==> config.mk <==
export PLATFORM = sky130hd
export DESIGN_NAME = pipeline_stall_ctrl
export DESIGN_NICKNAME = d
export VERILOG_FILES = /design/src/rtl/pipe_ctrl_pkg.sv /design/src/rtl/load_use_detect.sv /design/src/rtl/pipeline_stall_ctrl.sv
export SDC_FILE = /design/constraint.sdc
export NUM_CORES = 1
export LEC_CHECK = 0
export BUFFER_PORTS_ARGS = -buffer_cell sky130_fd_sc_hd__buf_4
export CAP_MARGIN = 20
export CORE_MARGIN = 8
export CORE_UTILIZATION = 45
export CTS_BUF_LIST = sky130_fd_sc_hd__clkbuf_8
export CTS_CLUSTER_SIZE = 14
export DETAILED_ROUTE_END_ITERATION = 8
export HOLD_SLACK_MARGIN = 0.06
export PLACE_DENSITY = 0.75
export SKIP_LAST_GASP = 1
export SYNTH_ARGS = -nofsm -noshare
export SYNTH_HDL_FRONTEND = slang
export SYNTH_SLANG_ARGS = --single-unit
==> constraint.sdc <==
create_clock -name clk -period 2 [get_ports clk]
set_input_delay 0.2 -clock clk [delete_from_list [all_inputs] [get_ports clk]]
set_output_delay 0.2 -clock clk [all_outputs]
set_load 0.02 [all_outputs]
==> src/rtl/pipe_ctrl_pkg.sv <==
// pipe_ctrl_pkg: shared types and constants for the pipeline stall/flush controller
package pipe_ctrl_pkg;
  localparam int MEM_TIMEOUT_DEF = 15;
  typedef enum logic [1:0] {RUN, MEM_WAIT, FAULT} state_t;
  typedef struct packed {
    logic pc_en;
    logic if_id_en;
    logic id_ex_en;
    logic ex_mem_en;
    logic if_id_flush;
    logic id_ex_flush;
    logic mem_wb_bubble;
  } ctrl_t;
  localparam ctrl_t CTRL_RUN   = '{1'b1, 1'b1, 1'b1, 1'b1, 1'b0, 1'b0, 1'b0};
  localparam ctrl_t CTRL_STALL = '{1'b0, 1'b0, 1'b0, 1'b0, 1'b0, 1'b0, 1'b1};
  localparam ctrl_t CTRL_FLUSH = '{1'b1, 1'b1, 1'b1, 1'b1, 1'b1, 1'b1, 1'b0};
  localparam ctrl_t CTRL_LU    = '{1'b0, 1'b0, 1'b1, 1'b1, 1'b0, 1'b1, 1'b0};
endpackage

==> src/rtl/load_use_detect.sv <==
// load_use_detect: flags a load in EX whose nonzero destination feeds the instruction in ID
// Ports: id_rs1/id_rs2 ID sources, id_ex_memread/id_ex_rd EX load info, hazard result.
module load_use_detect #(
  parameter int RF_ADDR_W = 5
) (
  input  logic [RF_ADDR_W-1:0] id_rs1,
  input  logic [RF_ADDR_W-1:0] id_rs2,
  input  logic                 id_ex_memread,
  input  logic [RF_ADDR_W-1:0] id_ex_rd,
  output logic                 hazard
);
  assign hazard = id_ex_memread && (id_ex_rd != '0) && (id_ex_rd == id_rs1 || id_ex_rd == id_rs2);
endmodule

==> src/rtl/pipeline_stall_ctrl.sv <==
// pipeline_stall_ctrl: stall/flush controller for the five-stage pipeline registers
// Ports: clk, reset (sync, active-high); hazard inputs id_rs1, id_rs2, id_ex_memread, id_ex_rd,
// ex_mem_memread, ex_mem_memwrite, dmem_ready, branch_taken; outputs pc_en, if_id_en, id_ex_en,
// ex_mem_en, if_id_flush, id_ex_flush, mem_wb_bubble, mem_fault (sticky).
// STALL_PERF_CNT_EN adds 32-bit stall_cycles and flush_count counters.
module pipeline_stall_ctrl
  import pipe_ctrl_pkg::*;
#(
  parameter int MEM_TIMEOUT = MEM_TIMEOUT_DEF,
  parameter int RF_ADDR_W   = 5
) (
  input  logic                 clk,
  input  logic                 reset,
  input  logic [RF_ADDR_W-1:0] id_rs1,
  input  logic [RF_ADDR_W-1:0] id_rs2,
  input  logic                 id_ex_memread,
  input  logic [RF_ADDR_W-1:0] id_ex_rd,
  input  logic                 ex_mem_memread,
  input  logic                 ex_mem_memwrite,
  input  logic                 dmem_ready,
  input  logic                 branch_taken,
  output logic                 pc_en,
  output logic                 if_id_en,
  output logic                 id_ex_en,
  output logic                 ex_mem_en,
  output logic                 if_id_flush,
  output logic                 id_ex_flush,
  output logic                 mem_wb_bubble,
  output logic                 mem_fault
`ifdef STALL_PERF_CNT_EN
  ,
  output logic [31:0]          stall_cycles,
  output logic [31:0]          flush_count
`endif
);
  localparam logic [7:0] TIMEOUT = 8'(MEM_TIMEOUT);
  state_t     state, state_n;
  logic [7:0] wait_cnt, cnt_n;
  ctrl_t      ctrl;
  logic       fault, load_use;
  wire        mem_busy = (ex_mem_memread || ex_mem_memwrite) && !dmem_ready;
  load_use_detect #(.RF_ADDR_W(RF_ADDR_W)) u_lud (
    .id_rs1       (id_rs1),
    .id_rs2       (id_rs2),
    .id_ex_memread(id_ex_memread),
    .id_ex_rd     (id_ex_rd),
    .hazard       (load_use)
  );
  always_ff @(posedge clk) begin
    if (reset) begin
      state    <= RUN;
      wait_cnt <= '0;
    end else begin
      state    <= state_n;
      wait_cnt <= cnt_n;
    end
  end
  // In MEM_WAIT the ready cycle only releases the freeze; a held branch flushes on the following RUN cycle.
  always_comb begin
    ctrl    = CTRL_RUN;
    fault   = 1'b0;
    state_n = state;
    cnt_n   = wait_cnt;
    case (state)
      RUN: begin
        if (mem_busy) begin
          ctrl    = CTRL_STALL;
          state_n = MEM_WAIT;
          cnt_n   = 8'd1;
        end else begin
          ctrl = branch_taken ? CTRL_FLUSH : load_use ? CTRL_LU : CTRL_RUN;
        end
      end
      MEM_WAIT: begin
        if (dmem_ready) begin
          state_n = RUN;
          cnt_n   = '0;
        end else begin
          ctrl    = CTRL_STALL;
          state_n = (wait_cnt == TIMEOUT) ? FAULT : MEM_WAIT;
          cnt_n   = (wait_cnt == 8'hff) ? wait_cnt : wait_cnt + 8'd1;
        end
      end
      FAULT: begin
        ctrl  = CTRL_STALL;
        fault = 1'b1;
      end
      default: state_n = RUN;
    endcase
  end
  // Reset forces the free-running defaults regardless of the registered state.
  assign {pc_en, if_id_en, id_ex_en, ex_mem_en, if_id_flush, id_ex_flush, mem_wb_bubble} = reset ? CTRL_RUN : ctrl;
  assign mem_fault = !reset && fault;
`ifdef STALL_PERF_CNT_EN
  always_ff @(posedge clk) begin
    if (reset) begin
      stall_cycles <= '0;
      flush_count  <= '0;
    end else begin
      if (!pc_en && (state == RUN || state == MEM_WAIT)) stall_cycles <= stall_cycles + 32'd1;
      if (if_id_flush) flush_count <= flush_count + 32'd1;
    end
  end
`endif
endmodule

* Word-level counts from Yosys, hierarchy flattened
Index checks and enable logic that the tools add are counted. Widths: inputs -> output; s select.
Word-level totals: flip-flop bits (word level) 10, bits of input ports 22, output and inout bits 8, word-level logic and storage cells 40
Cells by class: add/subtract/negate cells 1, eq/ne operators 8, muxes and demuxes 15, bitwise gates (word level) 1, reduce and logical (&&, ||, !) cells 13
Operator list (number):
- $mux 7 | 5
- $mux 8 | 3
- $pmux 7 s3 | 1
- $pmux 8 s2 | 1
- $eq 5x5->1 | 2
- $add 8x1->8 const B | 1
- $eq 8x4->1 const B | 1
- $eq 8x8->1 const B | 1
- $mux 2 | 3
- $pmux 2 s3 | 1
- $reduce_bool 5->1 | 1
- $logic_and 1x1->1 | 4
- $ne 3x3->1 const B | 1
- $reduce_and 3->1 | 1
- $eq 2x1->1 const B | 1
- $eq 2x2->1 const B | 1
- $logic_not 1->1 | 2
- $logic_not 2->1 | 1
- $logic_or 1x1->1 | 2
- $ne 2x2->1 const B | 1
- $reduce_and 2->1 | 1
- $reduce_bool 2->1 | 1
- $mux 1 | 1
- $not 1->1 | 1

* Longest topological paths before layout
word-level depth 8, gate-level depth with buffers 7, mapped depth without buffers 5

* By module
A second synthesis with hierarchy kept.
Unflattened totals: cell total of the unflattened synthesis 97, area total of the unflattened synthesis 760.7 sq um
By module, submodules not included:
- pipeline_stall_ctrl | times used 1, cells each 80, area each 635.6 sq um
- load_use_detect | times used 1, cells each 17, area each 125.1 sq um

* Least setup slack after synthesis
Ideal clock, no wire load.
path type register -> output, start register state[0], end output port pc_en, arrival time 1.715 ns, data required time 1.800 ns, path slack 0.085 ns, stages on the path, launching flop included 8, buffers on the path 2, path through dfxtp_1 buf_2 or3_1 a21oi_1 nor2_1 inv_1 o21a_1 buf_4
On the way: word-level cells in the longest chain between the ends 3
RTL lines:
- from (decl) | RTL line pipeline_stall_ctrl.sv:37 | state_t state, state_n;
- from (signal assigned) | RTL line pipeline_stall_ctrl.sv:54 | state <= state_n;
- $eq 2x2->1 (tied with other cells) | RTL line pipeline_stall_ctrl.sv:64 | case (state)
- $pmux 7 s3 * | RTL line pipeline_stall_ctrl.sv:64
- $mux 7 * | RTL line pipeline_stall_ctrl.sv:92 | assign {pc_en, if_id_en, id_ex_en, ex_mem_en, if_id_flush, id_ex_flush, mem_wb_bubble} = reset ? CTRL_RUN : ct ...
- to (decl) | RTL line pipeline_stall_ctrl.sv:22 | output logic pc_en,
Every way passes the cells marked *; elsewhere a longest branch is shown, timed or not.

* Worst setup path after layout
start register state[0], end output port if_id_en
On the way: word-level cells in the longest chain between the ends 3
RTL lines:
- $eq 2x2->1 (tied with other cells) | RTL line pipeline_stall_ctrl.sv:64
- $pmux 7 s3 * | RTL line pipeline_stall_ctrl.sv:64
- $mux 7 * | RTL line pipeline_stall_ctrl.sv:92
- to (decl) | RTL line pipeline_stall_ctrl.sv:23 | output logic if_id_en,
Marked as above.

==> impl_metrics.tcl <==
set metrics [dict create \
    outcome "complete, no violations" \
    first_pass_iters 4 \
    initial_core_util_pct 46.0 \
    tightest_slew_ps 425 \
    synth_edf_count 0 \
    syn-num-nets 124 \
    cp_max_fo 10 \
    die_h_um 57.3 \
    timing.final.crit_share_pct 90.7 \
    synth_mux_area_share_pct 1.30 \
    cts_resized 0 \
    antenna_found_initial 0 \
    syn_inst 101 \
    setup_viol_count_final 0 \
    r2r_setup_slack_ps 300 \
    clkTransAtPathRegs_ps 40 \
    cp_num_buf_inv 2 \
    clockBufferDepth 2 \
    antennaDiodeCount 0 \
    place.detailed.hpwl_um 1890 \
    hp-class "input port to register" \
    ir_drop_mv 0.441 \
    ys_async_sr_fraction_pct 0 \
    ys_dominant_reg_cell "dfxtp_1" \
    path_class "register to output pin" \
    clk-insertion-delay-late_ps 230 \
    grt_util_met1_pct 16.5 \
    syn_area_per_cell_um2 7.61 \
    ys_seq_area_share_pct 26.1 \
    rr_endpoint "wait_cnt[3]" \
    synth_seq_cells 10 \
    min_period_ps 1810 \
    grt_pass1_vias 810 \
    fin_nets 155 \
    numCtsBuffers 3 \
    gr-usage-met3_pct 3.14 \
    stdcell_area_um2 1040 \
    post_cts_buffers 0 \
    crit_slowest_cell "or3_1" \
    via_per_inst 5.88 \
    wirelength_um 2340 \
    drc 0 \
    rsz0062_at_grt "false" \
    drive_above_1_share_pct 28.5 \
    worst-r2r-cell-count 5 \
    root_buffer "clkbuf_8" \
    grt_busiest_layer "met2" \
    io_pins 30 \
    dieArea_um2 3290 \
    ant_nets 0 \
    power.leakage_nw 0.416 \
    hold_depth 2 \
    max_stage_delay_ps 390 \
    synth-adder-area-share_pct 1.63 \
    yosysUniqueCellTypes 36 \
    drv_cap 0 \
    dr.first_iter.drc_count 35 \
    crit_family "simple AND/OR/NAND/NOR gates" \
    layout_commonest_cell "buf_4" \
    synth_top_family_by_area "compound AO/OA/AOI/OAI gates" \
    tns_ps 0 \
    wl_per_cell_um 15.9 \
    synthSimpleGateAreaFrac_pct 24.6 \
    hold_violations 0 \
    track_usage_pct 14.4 \
    slew_violations 0 \
    routabilityCongestion 1.00 \
    powerDensity_nw_per_um2 515 \
    fillers 150 \
    grt_pass1_wl_um 3860 \
    synth_compound_area_share_pct 29.0 \
    dpl_cell_area_um2 995 \
    r2r-start "wait_cnt[0]" \
    grt-ovfl-total 0 \
    grt_max_degree 12 \
    use_met2_pct 24.5 \
    end_kind "output pin" \
    synth-xor-area-share_pct 11.4 \
    num_rows 15 \
    layout_common_cells "buf_4 (31), xor2_1 (10), dfxtp_1 (10), nor2_1 (9), a21oi_1 (8)" \
    arrival_ps 1610 \
    ys_warn_count 0 \
    finClkSkew_ps 3.05 \
    min-delay-start "reset" \
    clock-sinks 10 \
    port_buffers 29 \
    area_growth_pct 34.9 \
    syn-cell-area_um2 768 \
    num_vias 865 \
    ctsHoldBuffers 0 \
    start_kind "register" \
    h-tree-depth 1 \
    die_w_um 57.3 \
    hold_end "wait_cnt[1]" \
    required_ps 1800 \
    slew_headroom_pct 71.4 \
    crit_path_cell_trace "or3_1 > a21oi_1 > nor2_1 > inv_1 > o21a_1 > buf_4" \
    clock.fmax_mhz 552 \
    cts_tree "done" \
    core_area_um2 1670 \
]
-- registers in the layout (all words and copies together), names as in the netlist --
name / flops
wait_cnt: 8
state: 2
-- layer usage --
| metal | up-vias | wire length, um |
|---|---|---|
| met2 | 42 | 1100 |
| met4 | 0 | 34 |
| met5 | - | 0 |
| met1 | 378 | 1040 |
| met3 | 5 | 165 |
| li1 | 440 | - |
-- cell families after synthesis --
logic type,after synthesis
flops,10
compound gates,32
xor+xnor,10
simple gates,37
fa+ha+maj,1
buf+inv,10
mux,1
-- cell type report --
class	instances	area, um^2	share of cell area, %
clock buffers	3	41.3	3.99
well taps	17	21.3	2.05
multi-input cells	81	522	50.4
inverters	5	18.8	1.81
flip-flops and latches	10	200	19.3
repair buffers	31	233	22.5
-- power breakdown --
| part | leakage, nW | total, mW | switching [mW] | internal [mW] |
|---|---|---|---|---|
| logic | 0.314 | 0.128 | 0.0631 | 0.0645 |
| clock network | 0.0216 | 0.197 | 0.0667 | 0.131 |
| registers | 0.0811 | 0.209 | 0.00517 | 0.204 |
| total | 0.416 | 0.534 | 0.135 | 0.399 |
-- stage by stage --
stage	util (%)	worst slack, ps	total power, mW	std cells	hold WS [ps]
floorplan	-	84.5	0.276	101	433
global placement	59.6	367	0.338	144	469
detailed placement	59.6	347	0.339	144	470
CTS	62.0	176	0.541	147	230
global route	62.0	9.99	0.561	147	241
finish	62.0	187	0.534	147	239
-- how the worst max path moves through the flow --
stage / start / endpoint / slack [ps] / cells after the start
finish: state[0] / if_id_en / 190 / 6
global route: state[0] / if_id_en / 10 / 6
CTS: state[0] / if_id_en / 180 / 6
detailed placement: wait_cnt[0] / wait_cnt[3] / 350 / 5
global placement: id_ex_rd[1] / if_id_en / 370 / 6
floorplan: state[0] / pc_en / 80 / 7
-- cells in the mapped netlist, drive strengths merged, types with 2 or more instances --
library cell / instances / area share (%)
a211oi: 3 / 2.9
xor2: 10 / 11
nand2: 6 / 2.9
a41o: 2 / 2.8
or3: 4 / 3.3
o21a: 2 / 2.0
nor4: 2 / 1.6
clkbuf: 2 / 0.98
nand4: 2 / 1.6
o21ai: 6 / 3.9
nor3: 7 / 4.6
inv: 5 / 2.4
buf: 3 / 2.6
dfxtp: 10 / 26
nor2b: 2 / 1.6
o21bai: 2 / 2.0
nor2: 9 / 4.4
a21oi: 8 / 5.2
Note: power is estimated with default switching activity, not from simulation.
